$ cat src/rtl/pulse_meas_module.sv
// pulse_meas_module: measures period and high time of an asynchronous pulse train in CLK cycles.
module pulse_meas_module #(
  parameter int CNT_W = 23,
  parameter logic [CNT_W-1:0] T_TIMEOUT = 23'd5_000_000
) (
  input  logic             CLK,
  input  logic             RSTn,
  input  logic             Pulse_In,
  output logic [CNT_W-1:0] Period_Out,
  output logic [CNT_W-1:0] High_Out,
  output logic             Meas_Valid,
  output logic             Timeout_Flag,
  output logic             Level_Out
);
  typedef enum logic [1:0] {IDLE, MEAS_HIGH, MEAS_LOW} state_t;
  state_t state_q;
  logic s1_q, s2_q, s3_q;
  logic [CNT_W-1:0] cnt_q, high_hold_q, period_q, high_q;
  logic valid_q, timeout_q;
  logic rise, fall, expired;
  assign rise = s2_q & ~s3_q;
  assign fall = ~s2_q & s3_q;
  assign expired = cnt_q == T_TIMEOUT;
  assign Period_Out = period_q;
  assign High_Out = high_q;
  assign Meas_Valid = valid_q;
  assign Timeout_Flag = timeout_q;
  assign Level_Out = s2_q;
  always_ff @(posedge CLK or negedge RSTn) begin
    if (!RSTn) begin
      state_q <= IDLE;
      {s1_q, s2_q, s3_q} <= '0;
      cnt_q <= '0;
      high_hold_q <= '0;
      period_q <= '0;
      high_q <= '0;
      valid_q <= 1'b0;
      timeout_q <= 1'b0;
    end else begin
      s1_q <= Pulse_In;
      s2_q <= s1_q;
      s3_q <= s2_q;
      valid_q <= 1'b0;
      cnt_q <= rise ? CNT_W'(1) : (state_q == IDLE ? '0 : cnt_q + 1'b1);
      // Edges take priority over an expiring count in both measuring states.
      case (state_q)
        IDLE: if (rise) state_q <= MEAS_HIGH;
        MEAS_HIGH:
          if (fall) begin
            high_hold_q <= cnt_q;
            state_q <= MEAS_LOW;
          end else if (expired) begin
            timeout_q <= 1'b1;
            state_q <= IDLE;
          end
        MEAS_LOW:
          if (rise) begin
            period_q <= cnt_q;
            high_q <= high_hold_q;
            valid_q <= 1'b1;
            timeout_q <= 1'b0;
            state_q <= MEAS_HIGH;
          end else if (expired) begin
            timeout_q <= 1'b1;
            state_q <= IDLE;
          end
        default: state_q <= IDLE;
      endcase
    end
  end
endmodule
$ cat config.mk
export PLATFORM = sky130hd
export DESIGN_NAME = pulse_meas_module
export DESIGN_NICKNAME = d
export VERILOG_FILES = /design/src/rtl/pulse_meas_module.sv
export SDC_FILE = /design/constraint.sdc
export NUM_CORES = 1
export LEC_CHECK = 0
export CORE_MARGIN = 1.5
export CORE_UTILIZATION = 59
export DETAILED_ROUTE_END_ITERATION = 8
export MAX_ROUTING_LAYER = met4
export PLACE_DENSITY = 0.92
export SLEW_MARGIN = 25
export SYNTH_ARGS = -nofsm -noshare
export SYNTH_HDL_FRONTEND = slang
export SYNTH_SLANG_ARGS = --single-unit
$ cat constraint.sdc
create_clock -name CLK -period 3.31 [get_ports CLK]
set_input_delay 0.4965 -clock CLK [delete_from_list [all_inputs] [get_ports CLK]]
set_output_delay 0.4965 -clock CLK [all_outputs]
set_load 0.02 [all_outputs]
[Word level (Yosys, flattened, before mapping)]
Cells that the tools add are included.
Storage, ports and cells
  flip-flop bits (word level): 99
  output and inout port bits: 49
  word-level logic and storage cells: 38
  input port bits: 3
Operators by class
  multiplexer cells: 13
  add/sub/neg operators: 1
  reductions and logical operators: 5
  bitwise logic cells: 4
  equality and inequality tests: 5
Operator list (count)
  2-to-1 mux 23 bit: 2
  adder 23 x 1 -> 23 bit (second input constant): 1
  == test 23 bit (second input constant): 1
  2-to-1 mux 2 bit: 4
  case mux 2 bit (3 select lines): 1
  AND reduction 2 bit: 3
  2-to-1 mux 1 bit: 5
  != test 2 bit (second input constant): 2
  AND 1 bit: 2
  == test 2 x 1 -> 1 bit (second input constant): 1
  == test 2 bit (second input constant): 1
  logical NOT 2 bit: 1
  NOT 1 bit: 2
  case mux 1 bit (2 select lines): 1
  nonzero test 2 bit: 1

[Depth between registers and ports, before layout]
  depth after elaboration: 4
  depth in mapped cells: 6
  depth with buffers taken out: 6

[Least setup slack after synthesis]
No wires, ideal clock.
  kind: flip-flop to flip-flop
  from: reg s2_q, in the netlist Level_Out
  to: reg high_q[16], in the netlist High_Out[16]
  arrival: 1.514 ns
  required time: 3.185 ns
  path buffers: 2
  slack: 1.671 ns
  stages on the path, launching flop included: 6
  setup time: 0.125 ns
  clock period less this slack: 1.639 ns
  cells stage by stage: dfrtp_1 nand2_1 nor2b_1 buf_2 buf_4 mux2_2
On the way
  cells in the longest elaborated chain, start to end: 2
RTL lines
  start: declaration: line 17  | logic s1_q, s2_q, s3_q;
  start signal: assignment: line 41  | s2_q <= s1_q;
  AND 1 bit: line 21  | assign rise = s2_q & ~s3_q;
  AND reduction 2 bit (no source line)
  end signal: assignment: line 59  | high_q <= high_hold_q;
  end: declaration: line 18  | logic [CNT_W-1:0] cnt_q, high_hold_q, period_q, high_q;
Every way passes these cells.
A chain may end at the register's enable or synchronous reset.

[Worst setup path after layout]
  from: reg state_q[0]
  to: reg high_hold_q[17]
On the way
  cells in the longest elaborated chain, start to end: 2
RTL lines
  start: declaration: line 16  | state_t state_q;
  start signal: assignment: line 31  | state_q <= IDLE;
  start signal: assignment: line 47  | IDLE: if (rise) state_q <= MEAS_HIGH;
  start signal: assignment: line 51  | state_q <= MEAS_LOW;
  == test 2 x 1 -> 1 bit: line 46  | case (state_q)
  AND reduction 2 bit (no source line)
  end signal: assignment: line 50  | high_hold_q <= cnt_q;
  end: declaration: line 18
Every way passes these cells.

==> impl_results.md <==
* Outcome: finished clean
* Required time of the critical path at 3.55 ns
* Count of pins over their slew limit at 0
* First-pass GRT wire length at 12.23 mm
* CTS H-tree depth at 3
* M1 GR Usage at 29.40%
* Fmax at 0.4704 GHz
* Register bit total from synthesis at 99
* Final Cycle Share at 64.22%
* Cell Area, Synth at 4049 µm²
* CTS buffer count at 9
* Drt drc at 0
* Mean routed wirelength per cell at 16.38 µm
* Cts hold-fix bufs at 0
* VDD IR max at 0.2214 mV
* Chip Width at 85.84 µm
* First DRT Iteration DRCs at 180
* Die Y-Extent at 85.84 µm
* GPL Wtd Cong at 0.7869
* CTS Buffer Depth at 2
* Clk sink count at 99
* Synth Area in Adders at 0.6180%
* Post-CTS setup buffer count at 0
* GR Util met3 at 3.657%
* Setup crit start kind: flip-flop
* R2r startpoint: state_q[0]
* Grt ovf at 0
* Synth Instances at 295
* Worst Skew at 0.009032 ns
* Met2 usage at 33.43%
* Register Area at 2477 µm²
* Worst setup path startpoint: state_q[0]
* Layout net count at 354
* Syn Area/Cell at 13.73 µm²
* # setup viols final at 0
* HPWL Detailed at 4.855 mm
* # diodes at 0
* Largest net degree at the start of global routing at 50
* DRT Pass-1 Iters at 4
* Layout cell share with drive strength beyond 1 at 27.97%
* Post-synth cell types at 33
* Root Buffer: clkbuf_8
* CP Capture Type: flip-flop
* Final hold vios at 0
* I/O Buffers at 51
* Fill cells at 411
* Synth warn at 0
* Area of the multi-input gates at 1466 µm²
* Worst-Margin Slew at 0.6245 ns
* Vias in the first global route at 2,510
* Initial antenna violation count at 0
* Total power at 2349 µW
* TNS Setup at 0 ns
* Pwr per Cell Area at 486.3 nW/µm²
* Xor and xnor fraction of the mapped netlist area at 2.596%
* Max Cap Viol at 0
* Post-Route WL at 7.111 mm
* Crit Path Max Fanout at 14
* CP Data Arrival Time at 2.36 ns
* Hold Crit Class: in2async
* Slew headroom at 58.32%
* Antenna Nets Post-Route at 0
* Standard-cell rows at 30
* Routed vias/inst at 5.698
* Mux cell area share after synthesis at 19.19%
* Tot GR Track Use at 22.20%
* Initial Util at 60.26%
* Post-Syn Nets at 300
* Fin crit period at 2.126 ns
* Die area at 7369 µm²
* Critical path class: reg2reg
* Post-CTS Resized at 0
* Total number of vias at 2,473
* GR peak layer: met2
* Synth Area in Simple Gates at 9.951%
* Clock transition at path regs at 0.09 ns
* Largest family of logic cells by synthesized area: multiplexers
* CORE AREA at 6719 µm²
* Layout area overhead at 19.31%
* Register area share after synthesis at 61.19%
* Compound-Gate Fraction of Synth Area at 3.616%
* Leak pwr at 0.002246 µW
* RSZ-0062 raised after global routing: no
* TritonCTS clock tree: built
* Clk_lat worst skew at 0.36 ns
* I/O pins at 52
-- critical path, stage by stage, from the launching register on --
cell     delay (ns)
dfrtp_1        0.40
nor2b_1        0.27
nand2_1        0.12
nor2_2         0.50
buf_4          0.35
mux2_2         0.36
-- per-stage QoR --
stage | cell area [µm²] | util (%) | hold slack (ns) | setup slack (ns) | instances
after detailed placement | 4636 | 68.99 | 0.3403 | 1.250 | 418
after floorplan | 4049 | - | 0.2009 | 1.671 | 295
after global placement | 4636 | 68.99 | 0.3350 | 1.359 | 418
final | 4831 | 71.90 | 0.1459 | 1.184 | 434
after global routing | 4831 | 71.90 | 0.1917 | 1.126 | 434
after CTS | 4831 | 71.90 | 0.1504 | 1.234 | 434
-- path summary, 6_finish.rpt --
| check | to | slack [ns] | depth (start not counted) |
|---|---|---|---|
| hold reg to reg | Level_Out | 0.36 | 0 |
| setup reg to reg | high_hold_q[17] | 1.18 | 5 |
| min in group CLK | Level_Out | 0.36 | 0 |
| setup / recovery | high_hold_q[17] | 1.18 | 5 |
| max in group asynchronous | high_hold_q[17] | 2.39 | 2 |
| hold / removal | High_Out[4] | 0.15 | 1 |
-- cell usage after synthesis --
master | instances | area [µm²]
nor4b_1 | 3 | 26.28
and4_2 | 1 | 10.01
and3_1 | 3 | 18.77
nand4_1 | 3 | 18.77
o21ai_0 | 11 | 55.05
nor2_1 | 16 | 60.06
nor2b_1 | 3 | 18.77
ha_1 | 2 | 25.02
buf_2 | 4 | 20.02
o31ai_1 | 2 | 15.01
xnor2_1 | 4 | 35.03
inv_1 | 9 | 33.78
nand3_1 | 9 | 45.04
o31a_1 | 1 | 8.760
clkbuf_1 | 1 | 3.750
a21oi_1 | 10 | 50.05
nand4_2 | 1 | 12.51
nand2b_1 | 1 | 6.260
o221ai_1 | 2 | 17.52
nand2_1 | 6 | 22.52
or2_2 | 2 | 12.51
and4_4 | 1 | 11.26
nor4bb_1 | 2 | 20.02
or4_1 | 1 | 7.510
buf_4 | 7 | 52.55
nand4_4 | 2 | 42.54
or3_1 | 9 | 56.30
clkbuf_2 | 1 | 5.000
mux2_2 | 69 | 777.0
and2_1 | 1 | 6.260
and3_2 | 1 | 7.510
dfrtp_1 | 99 | 2477
xor2_1 | 8 | 70.07
-- registers in the layout, indices dropped and copies added, names as in the netlist --
name          count
s3_q              1
Level_Out         1
Period_Out       23
Meas_Valid        1
High_Out         23
Timeout_Flag      1
s1_q              1
state_q           2
high_hold_q      23
cnt_q            23
-- area by class of cell --
| cell class | count | share of cell area, % |
|---|---|---|
| Timing Repair Buffer | 56 | 11.55 |
| Clock buffer | 12 | 3.004 |
| Inverter | 9 | 0.6993 |
| Clock inverter | 4 | 1.036 |
| Multi-Input combinational cell | 174 | 30.35 |
| Tap cell | 80 | 2.072 |
| Sequential cell | 99 | 51.28 |
-- logic make-up after synthesis --
kind of cell	after synthesis
AO/OA/AOI/OAI	26
flip-flops	99
AND/OR/NAND/NOR	65
XOR/XNOR	12
multiplexers	69
adder cells (fa/ha/maj)	2
buffers and inverters	22
-- placed cells by master (no fill, tap or decap), types with 2 or more instances in the layout --
cell / n
a21oi_1: 10
and3_1: 3
buf_4: 5
clkbuf_1: 2
clkbuf_8: 10
clkdlybuf4s50_1: 50
clkinvlp_4: 2
dfrtp_1: 99
ha_1: 2
inv_1: 9
mux2_2: 69
nand2_1: 6
nand3_1: 9
nand4_1: 3
nand4_4: 2
nor2_1: 15
nor2b_1: 2
nor4b_1: 3
nor4bb_1: 2
o21ai_0: 10
o221ai_1: 2
o31ai_1: 2
or2_2: 2
or3_1: 9
xnor2_1: 4
xor2_1: 8
-- routing by layer --
layer,wire length (µm),vias to the layer above
met5,0,-
met4,187,0
met3,317,16
met2,3399,69
met1,3206,1239
li1,-,1149
-- report_power, final --
group	leakage, µW	internal [µW]	total [µW]	switching, µW
Clock	0.0000926	369	751	382
Sequential	0.00137	1270	1310	49.0
Combinational	0.000787	128	284	156
Power figures use the tool's default switching activity.
